### src/rtl/cache_mem_arbiter_if.sv
// Bundle of the icache, dcache and downstream line-port signals shared by the
// cache/memory arbiter. The arbiter takes the slave view; the caches plus
// the memory (or a test environment standing in for them) take the master view.
interface cache_mem_arbiter_if #(
  parameter int LINE_W = 256,
  parameter int ADDR_W = 32
);
  logic              i_read;
  logic [ADDR_W-1:0] i_address;
  logic [LINE_W-1:0] i_rdata;
  logic              i_resp;

  logic              d_read;
  logic              d_write;
  logic [ADDR_W-1:0] d_address;
  logic [LINE_W-1:0] d_wdata;
  logic [LINE_W-1:0] d_rdata;
  logic              d_resp;

  logic              mem_read;
  logic              mem_write;
  logic [ADDR_W-1:0] mem_address;
  logic [LINE_W-1:0] mem_wdata;
  logic [LINE_W-1:0] mem_rdata;
  logic              mem_resp;

  modport slave (
    input  i_read, i_address, d_read, d_write, d_address, d_wdata,
           mem_rdata, mem_resp,
    output i_rdata, i_resp, d_rdata, d_resp,
           mem_read, mem_write, mem_address, mem_wdata
  );

  modport master (
    output i_read, i_address, d_read, d_write, d_address, d_wdata,
           mem_rdata, mem_resp,
    input  i_rdata, i_resp, d_rdata, d_resp,
           mem_read, mem_write, mem_address, mem_wdata
  );
endinterface

### src/rtl/cache_mem_arbiter.sv
// Round-robin arbiter sharing one line-wide memory port between the icache
// and dcache. One transaction in flight; the winner's request is latched at
// grant so the downstream port sees stable address/data for the whole access.
// A one-cycle RECOVER state after each response lets the requester drop its
// request before arbitration resumes, so a stale request is never re-granted.
module cache_mem_arbiter #(
  parameter int LINE_W   = 256,
  parameter int ADDR_W   = 32,
  parameter int OFFSET_W = 5
) (
  input logic               clk,
  input logic               rst,
  cache_mem_arbiter_if.slave bus
);

  typedef enum logic [1:0] {IDLE, SERVE, RECOVER} state_t;
  typedef enum logic {OWN_I, OWN_D} owner_t;

  localparam logic [ADDR_W-1:0] LINE_MASK = {ADDR_W{1'b1}} << OFFSET_W;

  state_t            state, next_state;
  owner_t            owner, last_owner, grant_owner;
  logic              op_write;
  logic              grant;
  logic              i_req, d_req;
  logic              serving, done;
  logic [ADDR_W-1:0] addr_q;
  logic [LINE_W-1:0] wdata_q;
  logic [LINE_W-1:0] i_rdata_q, d_rdata_q;

  assign i_req   = bus.i_read;
  assign d_req   = bus.d_read | bus.d_write;
  assign serving = (state == SERVE);
  assign done    = serving & bus.mem_resp;

  // Next-state and grant decision; on a tie the port that did not win last time goes.
  always_comb begin
    next_state  = state;
    grant       = 1'b0;
    grant_owner = OWN_I;
    case (state)
      IDLE: begin
        if (i_req || d_req) begin
          grant       = 1'b1;
          grant_owner = (d_req && (!i_req || last_owner == OWN_I)) ? OWN_D : OWN_I;
          next_state  = SERVE;
        end
      end
      SERVE:   if (bus.mem_resp) next_state = RECOVER;
      RECOVER: next_state = IDLE;
      default: next_state = IDLE;
    endcase
  end

  // State register; reset drops any transaction in flight.
  always_ff @(posedge clk or negedge rst) begin
    if (!rst) state <= IDLE;
    else      state <= next_state;
  end

  // Ownership and operation type, captured at grant; fairness history at completion.
  always_ff @(posedge clk or negedge rst) begin
    if (!rst) begin
      owner      <= OWN_I;
      last_owner <= OWN_I;
      op_write   <= 1'b0;
    end else begin
      if (grant) begin
        owner    <= grant_owner;
        op_write <= (grant_owner == OWN_D) & bus.d_write;
      end
      if (done) last_owner <= owner;
    end
  end

  // Latched line address and writeback data; outputs are gated outside SERVE.
  always_ff @(posedge clk) begin
    if (grant) begin
      addr_q <= ((grant_owner == OWN_D) ? bus.d_address : bus.i_address) & LINE_MASK;
      if (grant_owner == OWN_D && bus.d_write) wdata_q <= bus.d_wdata;
    end
  end

  // Last line delivered to each port, held between responses.
  always_ff @(posedge clk or negedge rst) begin
    if (!rst) begin
      i_rdata_q <= '0;
      d_rdata_q <= '0;
    end else if (done) begin
      if (owner == OWN_I) i_rdata_q <= bus.mem_rdata;
      else                d_rdata_q <= bus.mem_rdata;
    end
  end

  assign bus.mem_read    = serving & ~op_write;
  assign bus.mem_write   = serving & op_write;
  assign bus.mem_address = serving ? addr_q  : '0;
  assign bus.mem_wdata   = serving ? wdata_q : '0;

  assign bus.i_resp  = done & (owner == OWN_I);
  assign bus.d_resp  = done & (owner == OWN_D);
  assign bus.i_rdata = bus.i_resp ? bus.mem_rdata : i_rdata_q;
  assign bus.d_rdata = bus.d_resp ? bus.mem_rdata : d_rdata_q;

endmodule

### src/flat_wrapper.sv
// flat-port wrapper written by rule: the top's interface ports become plain ports
module cache_mem_arbiter_flat 
#(
  parameter int LINE_W   = 256,
  parameter int ADDR_W   = 32,
  parameter int OFFSET_W = 5
)
  (clk, rst, bus_i_read, bus_i_address, bus_d_read, bus_d_write, bus_d_address, bus_d_wdata, bus_mem_rdata, bus_mem_resp, bus_i_rdata, bus_i_resp, bus_d_rdata, bus_d_resp, bus_mem_read, bus_mem_write, bus_mem_address, bus_mem_wdata);
  cache_mem_arbiter_if #(.LINE_W(LINE_W), .ADDR_W(ADDR_W)) bus_i ();
  input logic clk;
  input logic rst;
  input wire logic [$bits(bus_i.i_read)-1:0] bus_i_read;
  input wire logic [$bits(bus_i.i_address)-1:0] bus_i_address;
  input wire logic [$bits(bus_i.d_read)-1:0] bus_d_read;
  input wire logic [$bits(bus_i.d_write)-1:0] bus_d_write;
  input wire logic [$bits(bus_i.d_address)-1:0] bus_d_address;
  input wire logic [$bits(bus_i.d_wdata)-1:0] bus_d_wdata;
  input wire logic [$bits(bus_i.mem_rdata)-1:0] bus_mem_rdata;
  input wire logic [$bits(bus_i.mem_resp)-1:0] bus_mem_resp;
  output wire logic [$bits(bus_i.i_rdata)-1:0] bus_i_rdata;
  output wire logic [$bits(bus_i.i_resp)-1:0] bus_i_resp;
  output wire logic [$bits(bus_i.d_rdata)-1:0] bus_d_rdata;
  output wire logic [$bits(bus_i.d_resp)-1:0] bus_d_resp;
  output wire logic [$bits(bus_i.mem_read)-1:0] bus_mem_read;
  output wire logic [$bits(bus_i.mem_write)-1:0] bus_mem_write;
  output wire logic [$bits(bus_i.mem_address)-1:0] bus_mem_address;
  output wire logic [$bits(bus_i.mem_wdata)-1:0] bus_mem_wdata;
  assign bus_i.i_read = bus_i_read;
  assign bus_i.i_address = bus_i_address;
  assign bus_i.d_read = bus_d_read;
  assign bus_i.d_write = bus_d_write;
  assign bus_i.d_address = bus_d_address;
  assign bus_i.d_wdata = bus_d_wdata;
  assign bus_i.mem_rdata = bus_mem_rdata;
  assign bus_i.mem_resp = bus_mem_resp;
  assign bus_i_rdata = bus_i.i_rdata;
  assign bus_i_resp = bus_i.i_resp;
  assign bus_d_rdata = bus_i.d_rdata;
  assign bus_d_resp = bus_i.d_resp;
  assign bus_mem_read = bus_i.mem_read;
  assign bus_mem_write = bus_i.mem_write;
  assign bus_mem_address = bus_i.mem_address;
  assign bus_mem_wdata = bus_i.mem_wdata;
  cache_mem_arbiter #(.LINE_W(LINE_W), .ADDR_W(ADDR_W), .OFFSET_W(OFFSET_W)) u_core (.clk(clk), .rst(rst), .bus(bus_i));
endmodule
### config.mk
export PLATFORM = sky130hd
export DESIGN_NAME = cache_mem_arbiter_flat
export DESIGN_NICKNAME = d
export VERILOG_FILES = /design/src/rtl/cache_mem_arbiter_if.sv /design/src/rtl/cache_mem_arbiter.sv /design/src/flat_wrapper.sv
export SDC_FILE = /design/constraint.sdc
export NUM_CORES = 1
export LEC_CHECK = 0
export ABC_AREA = 0
export BUFFER_PORTS_ARGS = -buffer_cell sky130_fd_sc_hd__buf_2
export CORE_AREA = 2 2 542 544
export DETAILED_ROUTE_END_ITERATION = 6
export DIE_AREA = 0 0 544 546
export PLACE_DENSITY = 0.31
export SETUP_SLACK_MARGIN = 0.02
export SLEW_MARGIN = 40
export SYNTH_ARGS = -nofsm -noshare
export SYNTH_HDL_FRONTEND = slang
export SYNTH_SLANG_ARGS = --single-unit
### constraint.sdc
create_clock -name clk -period 37.5 [get_ports clk]
set_input_delay 7.5 -clock clk [delete_from_list [all_inputs] [get_ports clk]]
set_output_delay 7.5 -clock clk [all_outputs]
set_load 0.01 [all_outputs]
==> results of run 1 <==
## worst max-delay path: stages
cell and delay [ns]:
buf_2 0.16, nor3b_4 0.32, buf_12 0.45, buf_4 0.54, buf_4 0.64, buf_4 0.62, mux2_1 0.52, buf_2 0.21
## per-layer routing
layer	vias up	global-route usage [%]	routed length (um)
li1	9044	-	-
met1	10200	10.4	55200
met2	1090	18.6	80100
met3	371	6.35	21800
met4	178	2.25	3830
met5	-	0	1140
## path summary, 6_finish.rpt
kind	from	end	slack [ns]	cells after the start
min	u_core.i_rdata_q[195]	u_core.i_rdata_q[195]	0.47	1
max reg2reg	u_core.state[1]	u_core.i_rdata_q[140]	33.37	7
min in group asynchronous	rst	u_core.i_rdata_q[178]	6.68	1
min reg2reg	u_core.i_rdata_q[195]	u_core.i_rdata_q[195]	0.47	1
max in group asynchronous	rst	u_core.d_rdata_q[83]	27.68	5
max	bus_mem_resp	bus_i_rdata[140]	18.79	8
## logic make-up after synthesis
family	count (synthesis)	synth area share (%)
AOI/OAI and AO/OA	6	0.138
buffers and inverters	99	2.09
DFF	800	71.4
muxes	539	20.2
other	1	0.0125
and+or+nand+nor	294	6.15
## layout by cell type, fill, tap and decap left out, types with 2 or more instances in the layout
cell	instances
mux2_2	139
buf_12	2
inv_6	2
clkinvlp_4	4
buf_4	12
dfrtp_1	517
clkbuf_1	25
mux2_1	400
clkbuf_16	111
clkbuf_8	17
bufinv_16	13
buf_2	1369
nor2_1	2
buf_6	13
and2_1	285
edfxtp_1	283
conb_1	5
clkinv_1	7
diode_2	49
inv_1	2
clkinv_2	17
## state kept, by name, summed over array words and instances, names as in the netlist
signal,count
u_core.addr_q,27
u_core.d_rdata_q,256
u_core.owner,1
u_core.i_rdata_q,256
u_core.state,2
u_core.op_write,1
u_core.last_owner,1
u_core.wdata_q,256
## area by class of cell
| class | count | area [sq um] | area share, % |
|---|---|---|---|
| Multi-Input combinational cell | 844 | 8010 | 17.7 |
| Antenna cell | 49 | 123 | 0.270 |
| Tap cell | 3919 | 4900 | 10.8 |
| Clock inverter | 46 | 621 | 1.37 |
| Clock buffer | 153 | 3110 | 6.85 |
| Sequential cell | 800 | 21400 | 47.3 |
| Inverter | 3 | 11.3 | 0.0248 |
| Timing Repair Buffer | 1397 | 7140 | 15.8 |
## stage by stage
step	worst slack [ns]	std cells	hold slack, ns	area [sq um]
finish	18.79	7211	0.474	45400
global route	18.47	7170	0.487	45200
CTS	18.54	7162	0.478	45200
detailed placement	18.54	6963	0.465	41500
global placement	18.51	6963	0.460	41500
floorplan	17.94	1743	0.463	30000
## power groups by stage
stage	logic (W)	registers (W)	clock network (W)
floorplan	0.000784	0.00133	0
global placement	0.00164	0.00134	0
detailed placement	0.00164	0.00135	0
CTS	0.00165	0.00133	0.00115
global route	0.00171	0.00136	0.00117
finish	0.00158	0.00133	0.00109
==> impl_metrics.csv, run 1 <==
group,metric,value,unit
outcome,status,"finished, final reports clean",
place,io_buffer_count,1370,
clock_network,cts_resized,0,
run,cap_violations,0,
timing,rsz0062_at_grt,"no",
floorplan,die_y,546,um
clock_network,cts_sinks,800,
yosys,synth_edf_count,283,
floorplan,core_area,0.292,sq mm
timing,finalCritPeriodShare,49.9,%
layout,final_util,15.5,%
power,p_comb_share,39.5,%
clock_network,cts_tree,"done",
yosys,yosys_register_bits,800,
clock_network,cts_root_buf,"clkbuf_16",
timing,finalSetupViolations,0,
yosys,ys_seq_area_share,71.4,%
floorplan,row_count,199,
yosys,yosys.area.top_type,"dfrtp_1",
floorplan,ios,1386,
grt,grt_usage,10.5,%
layout,nNetsFinal,3739,
yosys,synthMostInstantiatedCell,"dfrtp_1",
route,drt_iter0_markers,723,
power,cellLeakagePower,19.6,nW
clock_network,numCtsBuffers,111,
power,irDropWorstVdd,0.0422,mV
clock_network,hold_buffers,0,
yosys,syn_inst,1739,
setup_path,startpoint_type,"input pin",
timing,slew_headroom,49.2,%
setup_path,end_kind,"output port",
yosys,synth_commonest_cells,"517 x dfrtp_1, 400 x mux2_1, 285 x and2_1",
power,swShare,37.4,%
grt,gr-total-overflow,0,
timing,finalHoldViolations,0,
grt,grt_pass1_wl,212,mm
timing,max_freq,0.0534,GHz
yosys,syn_avg_cell_area,17.3,sq um
route,dr.pass1.iters,4,
clock_network,h-tree-depth,3,
layout,area_growth,51.0,%
route,wl,162,mm
yosys,ys_warn_count,0,
power,power.switching,0.00149,W
place,dpl.hpwl,133,mm
route,ant_nets,0,
yosys,synth_cell_types,23,
timing,worst_pin_slew,0.763,ns
floorplan,die_w,544,um
layout,n_fill_cell,32700,
timing,setup_tns,0,ns
yosys,synthTopCellsByArea,"dfrtp_1 43%, edfxtp_1 28%, mux2_1 15%",
power,p_seq_share,33.2,%
floorplan,fp.dieArea,0.297,sq mm
setup_path,cp_data_required_time,30.00,ns
clock_network,clk_path_buf_depth,4,
grt,grt_max_degree,104,
clock_network,postCtsSetupRepairBufs,0,
yosys,syn_area,0.0300,sq mm
route,drc,0,
power,p_total,0.00400,W
yosys,async_flop_share,64.6,%
route,wire_per_inst,22.5,um
place,place_congestion,0.814,
clock_network,worstSkewPairLatency,0.82,ns
setup_path,crit_arrival,11.21,ns
power,power.internal,0.00251,W
layout,drive_above_1_share,52.7,%
hold_path,hold_class,"flop to flop",
clock_network,clk_pin_slew,0.05,ns
yosys,synth-main-ff-cell,"dfrtp_1",
timing,period_minus_slack,18.71,ns
yosys,synth_top_area_share,43.1,%
grt,antenna_found_initial,177,
floorplan,initial_core_util,10.3,%
route,dr_total_vias,20900,
power,p_per_area,88.2,mW/mm^2
timing,final.setup_skew,0.0251,ns
setup_path,path_class,"input pin to output port",
grt,grt_pass1_vias,22200,
route,vias_per_cell,2.89,
timing,report.final.slew_viol_count,0,
setup_path,path_max_fanout,80,
power,power_frac_clock,27.3,%
(Power assumes the default switching activity.)
==> run 2, diff against run 1 <==
- CORE_AREA: 2 2 542 544 -> 2 2 533 535
- DIE_AREA: 0 0 544 546 -> 0 0 535 537
- clock period: 37.5 -> 19.1 ns (I/O delays scaled with it)
==> impl_metrics.csv, run 2 (synthesized netlist as in run 1, its figures left out) <==
group,metric,value,unit
clock_network,numCtsBuffers,109,
hold_path,worstHoldStart,"u_core.i_rdata_q[173]",
layout,final_common_cell,"buf_2",
setup_path,r2r_end,"u_core.d_rdata_q[143]",
power,p_seq_share,33.5,%
hold_path,hold_path_end,"u_core.i_rdata_q[173]",
floorplan,die_y,537,um
timing,finalSetupViolations,0,
clock_network,clk_path_buf_depth,4,
clock_network,h-tree-depth,3,
power,irDropWorstVdd,0.0709,mV
power,p_per_area,172,mW/mm^2
setup_path,crit_arrival,7.06,ns
clock_network,cts_root_buf,"clkbuf_16",
floorplan,die_w,535,um
clock_network,postCtsSetupRepairBufs,0,
setup_path,ff2ff_path_depth,6,
grt,grt_pass1_wl,206,mm
layout,final_cell_mix,"1,369 x buf_2, 517 x dfrtp_1, 400 x mux2_1, 285 x and2_1, 283 x edfxtp_1",
layout,reg_top3,"u_core.d_rdata_q: 256 flops, u_core.i_rdata_q: 256 flops, u_core.wdata_q: 256 flops",
route,dr.pass1.iters,5,
run,cap_violations,0,
setup_path,startpoint_type,"input pin",
clock_network,cts_tree,"done",
hold_path,hold_class,"flop to flop",
timing,finalHoldViolations,0,
timing,max_freq,0.0919,GHz
power,power_frac_clock,26.3,%
power,p_comb_share,40.2,%
setup_path,path_class,"input pin to output port",
power,power.internal,0.00482,W
clock_network,cts_sinks,800,
timing,slew_headroom,43.8,%
timing,report.final.slew_viol_count,0,
place,place_congestion,0.838,
route,ant_nets,0,
place,io_buffer_count,1370,
grt,grt_max_degree,179,
power,power.switching,0.00293,W
grt,antenna_found_initial,164,
grt,grt_pass1_vias,21900,
hold_path,hold_depth,1,
outcome,status,"finished, final reports clean",
route,wire_per_inst,22.4,um
power,p_total,0.00775,W
layout,drive_above_1_share,52.6,%
floorplan,row_count,195,
route,vias_per_cell,2.94,
timing,period_minus_slack,10.88,ns
timing,setup_tns,0,ns
route,dr_total_vias,20700,
grt,grt_usage,10.5,%
timing,rsz0062_at_grt,"no",
place,dpl.hpwl,127,mm
layout,nNetsFinal,3736,
setup_path,cp_data_required_time,15.28,ns
route,drt_iter0_markers,651,
clock_network,clk_pin_slew,0.05,ns
setup_path,end_kind,"output port",
power,swShare,37.7,%
setup_path,path_max_fanout,87,
timing,final.setup_skew,0.0401,ns
floorplan,fp.dieArea,0.287,sq mm
power,cellLeakagePower,19.5,nW
timing,finalCritPeriodShare,57.0,%
route,drc,0,
setup_path,reg2reg_slack,15.25,ns
timing,worst_pin_slew,0.844,ns
setup_path,r2r-start,"u_core.state[1]",
grt,gr-total-overflow,0,
floorplan,initial_core_util,10.7,%
layout,area_growth,49.8,%
clock_network,cts_resized,0,
route,wl,157,mm
clock_network,hold_buffers,0,
clock_network,worstSkewPairLatency,0.83,ns
floorplan,ios,1386,
floorplan,core_area,0.281,sq mm
run 2: cell count changes in the layout (fill, tap and decap cells not counted), moves of 2 or more:
| cell | before | now |
|---|---|---|
| buf_6 | 13 | 7 |
| clkbuf_8 | 17 | 21 |
| diode_2 | 49 | 40 |
| bufinv_16 | 13 | 4 |
| clkbuf_1 | 25 | 28 |
| buf_16 | 0 | 2 |
| buf_12 | 2 | 5 |
run 2: cell type report:
class	instances	area (sq um)
antenna	40	100
sequential	800	21400
clock buffer	160	3170
timing repair buffer	1396	7190
multi-input combinational	844	8010
inverter	3	11.3
fill	31400	236000
tap	3743	4680
clock inverter	37	358
run 2: metrics by stage:
step	cell area (sq um)	util, %	worst slack (ns)	cells	hold WS (ns)
2_1_floorplan	30000	-	3.22	1743	0.463
3_3_place_gp	41200	14.7	7.84	6783	0.461
3_5_place_dp	41300	14.7	8.04	6784	0.465
4_1_cts	44800	15.9	8.04	6981	0.478
5_1_grt	44900	16.0	8.00	6987	0.491
6_report	45000	16.0	8.22	7023	0.472
run 2: power by group through the flow:
stage               logic, W  clock network (W)  registers (W)
floorplan            0.00154                  0        0.00261
global placement     0.00325                  0        0.00262
detailed placement   0.00325                  0        0.00263
CTS                  0.00326            0.00214        0.00260
global route         0.00337            0.00220        0.00266
finish               0.00312            0.00204        0.00259
run 2: routing by layer:
layer	up-vias	wire [um]	track usage, %
met5	-	1030	0
met1	10100	55400	10.7
met3	345	17800	5.57
met4	160	3870	2.75
met2	1032	79000	18.6
li1	9059	-	-
run 2: worst max-delay path by stage:
stage / endpoint / cells after the start / from / slack, ns
after global placement: bus_d_rdata[143] / 7 / bus_mem_resp / 7.84
after floorplan: u_core.wdata_q[0] / 4 / bus_i_read / 3.22
final: bus_d_rdata[143] / 7 / bus_mem_resp / 8.22
after CTS: bus_d_rdata[143] / 7 / bus_mem_resp / 8.04
after detailed placement: bus_d_rdata[143] / 7 / bus_mem_resp / 8.04
after global routing: bus_d_rdata[143] / 7 / bus_mem_resp / 8.00
run 2: worst max-delay path, cell delays in order:
cell	delay, ns
buf_2	0.14
nand3_4	0.31
buf_6	0.57
buf_12	0.40
buf_4	0.72
mux2_1	0.48
buf_2	0.19
==> run 3, diff against run 2 <==
- ABC_AREA: 0 -> 1
- CORE_AREA: 2 2 533 535 -> 2 2 546 548
- DIE_AREA: 0 0 535 537 -> 0 0 548 550
- PLACE_DENSITY: 0.31 -> 0.32
- clock period: 19.1 -> 9 ns (I/O delays scaled with it)
==> impl_metrics.csv, run 3 <==
group,metric,value,unit
yosys,yosys.area.top_type,"dfrtp_1",
setup_path,path_max_fanout,72,
route,vias_per_cell,3.43,
power,power.internal,0.00987,W
layout,nNetsFinal,5143,
timing,max_freq,0.167,GHz
yosys,ys_warn_count,0,
yosys,yosys-mux-area-fraction,0,%
grt,gr-total-overflow,0,
power,p_per_area,373,mW/mm^2
place,dpl.hpwl,151,mm
yosys,synth_commonest_cells,"1,089 x nand2_1, 540 x nand4_1, 517 x dfrtp_1",
yosys,syn_inst,3290,
clock_network,cts_resized,0,
yosys,synthTopCellsByArea,"dfrtp_1 40%, edfxtp_1 26%, nand2_1 13%",
yosys,synth_xor_area_share,0,%
clock_network,cts_sinks,800,
route,drc,0,
grt,grt_pass1_vias,30300,
setup_path,crit_arrival,4.21,ns
yosys,synthMostInstantiatedCell,"nand2_1",
clock_network,clk_path_buf_depth,4,
setup_path,crit_path_frequent_cell,"buf_4",
floorplan,die_w,548,um
yosys,synth_cell_types,17,
grt,grt_usage,12.4,%
grt,grt_max_degree,145,
layout,drive_above_1_share,34.5,%
layout,area_growth,46.5,%
clock_network,cts_tree,"done",
timing,setup_tns,0,ns
timing,finalSetupViolations,0,
grt,antenna_found_initial,151,
power,swShare,44.3,%
yosys,synth_compound_area_share,0.0231,%
setup_path,startpoint_type,"flop",
power,p_total,0.0177,W
route,ant_nets,0,
layout,n_fill_cell,33600,
floorplan,row_count,200,
place,place_congestion,0.957,
power,irDropWorstVdd,0.237,mV
clock_network,worstSkewPairLatency,0.83,ns
layout,reg_top3,"u_core.d_rdata_q: 256 flops, u_core.i_rdata_q: 256 flops, u_core.wdata_q: 256 flops",
route,wire_per_inst,22.6,um
layout,final_cell_mix,"1,368 x buf_2, 1,088 x nand2_1, 540 x nand4_1, 516 x dfrtp_1, 289 x inv_1",
power,power_frac_clock,25.3,%
hold_path,worstHoldStart,"u_core.i_rdata_q[45]",
clock_network,numCtsBuffers,110,
yosys,synth_top_area_share,39.9,%
clock_network,h-tree-depth,3,
timing,worst_pin_slew,0.994,ns
clock_network,hold_buffers,0,
yosys,synth_top_family_by_area,"simple AND/OR/NAND/NOR gates",
setup_path,crit_path_max_incr_delay,0.70,ns
power,p_comb_share,43.6,%
clock_network,clk_pin_slew,0.06,ns
power,p_seq_share,31.1,%
route,dr_total_vias,29800,
setup_path,worstPathCellList,"inv_8 > nand4_4 > buf_4 > buf_4 > buf_4 > nand2_1 > nand2_1 > buf_2",
setup_path,end_kind,"output port",
floorplan,fp.dieArea,0.301,sq mm
floorplan,initial_core_util,11.0,%
yosys,synthAdderAreaFrac,0,%
timing,finalHoldViolations,0,
yosys,syn_avg_cell_area,9.86,sq um
setup_path,path_delay_family,"buffers and inverters",
setup_path,path_buf_inv,5,
timing,slew_headroom,33.7,%
route,wl,196,mm
setup_path,crit_slowest_cell,"dfrtp_4",
outcome,status,"finished, final reports clean",
yosys,syn_area,0.0324,sq mm
setup_path,crit_start,"u_core.owner",
timing,finalCritPeriodShare,66.7,%
setup_path,path_class,"flop to output port",
yosys,synth_edf_count,283,
yosys,ys_seq_area_share,66.1,%
floorplan,ios,1386,
timing,final.setup_skew,0.0530,ns
yosys,async_flop_share,64.6,%
power,power.switching,0.00785,W
timing,rsz0062_at_grt,"no",
yosys,yosys.area_share.simple,26.5,%
clock_network,postCtsSetupRepairBufs,0,
run,cap_violations,0,
timing,timing.hold.ws,0.460,ns
setup_path,cp_data_required_time,7.20,ns
yosys,yosys_register_bits,800,
clock_network,cts_root_buf,"clkbuf_16",
floorplan,core_area,0.296,sq mm
floorplan,die_y,550,um
route,drt_iter0_markers,1673,
timing,period_minus_slack,6.01,ns
grt,grt_pass1_wl,263,mm
yosys,synth-main-ff-cell,"dfrtp_1",
setup_path,r2r-start,"u_core.owner",
layout,final_common_cell,"buf_2",
timing,report.final.slew_viol_count,0,
route,dr.pass1.iters,5,
hold_path,hold_class,"flop to flop",
place,io_buffer_count,1370,
power,cellLeakagePower,23.9,nW
run 3: cell types whose count changed after synthesis, moves of 12 or more:
cell	previous run	this run
and2_1	285	0
buf_6	12	0
nand2_1	0	1089
mux2_2	139	0
nor2_1	3	286
nand4_1	0	540
buf_2	10	193
buf_4	41	6
mux2_1	400	0
inv_1	3	290
clkbuf_1	33	65
run 3: power by group through the flow:
stage / logic [W] / registers, W / clock network, W
after floorplan: 0.00379 / 0.00546 / 0
after global placement: 0.00794 / 0.00556 / 0
after detailed placement: 0.00794 / 0.00558 / 0
after CTS: 0.00796 / 0.00551 / 0.00469
after global routing: 0.00839 / 0.00563 / 0.00481
final: 0.00773 / 0.00550 / 0.00448
run 3: final cells by class:
type	instances	area, sq um	share of cell area, %
Sequential cell	800	21400	45.1
Multi-Input combinational cell	1927	8670	18.2
Timing Repair Buffer	1429	7510	15.8
Tap cell	3939	4930	10.4
Clock buffer	158	3110	6.55
Inverter	293	1110	2.35
Clock inverter	38	492	1.04
Antenna cell	95	238	0.500
run 3: path summary, 6_finish.rpt:
path	to	slack, ns	cells after the start
max reg2reg	u_core.i_rdata_q[171]	5.64	6
max	bus_i_rdata[118]	2.99	8
min in group asynchronous	u_core.d_rdata_q[185]	0.85	1
max in group asynchronous	u_core.owner	6.65	4
min	u_core.i_rdata_q[45]	0.46	2
min reg2reg	u_core.i_rdata_q[45]	0.46	2
run 3: worst min-delay path, cell delays in order, from the launching register on:
cell and delay [ns]:
dfrtp_1 0.32, nand2_1 0.05, nand2_1 0.06
run 3: stage by stage:
stage / std cells / cell area, sq um / utilization, % / setup WS, ns
floorplan: 3294 / 32400 / - / 1.16
global placement: 8385 / 43500 / 14.7 / 2.92
global route: 8638 / 47400 / 16.0 / 2.64
detailed placement: 8386 / 43600 / 14.8 / 2.90
CTS: 8582 / 47200 / 16.0 / 2.68
finish: 8679 / 47500 / 16.1 / 2.99
run 3: layer usage:
layer  GRT usage, %  up-vias  wire length [um]
li1               -    13600                 -
met1           12.3    14400             66400
met2           22.0     1271             98300
met3           5.13      405             18600
met4           6.71      134             11800
met5              0        -               864
run 3: kinds of logic (layout without fill, tap and decap cells):
family,after synthesis,count (layout)
AND/OR/NAND/NOR,1921,1921
other,1,100
AO/OA/AOI/OAI,1,1
buffers and inverters,567,1918
flip-flops,800,800
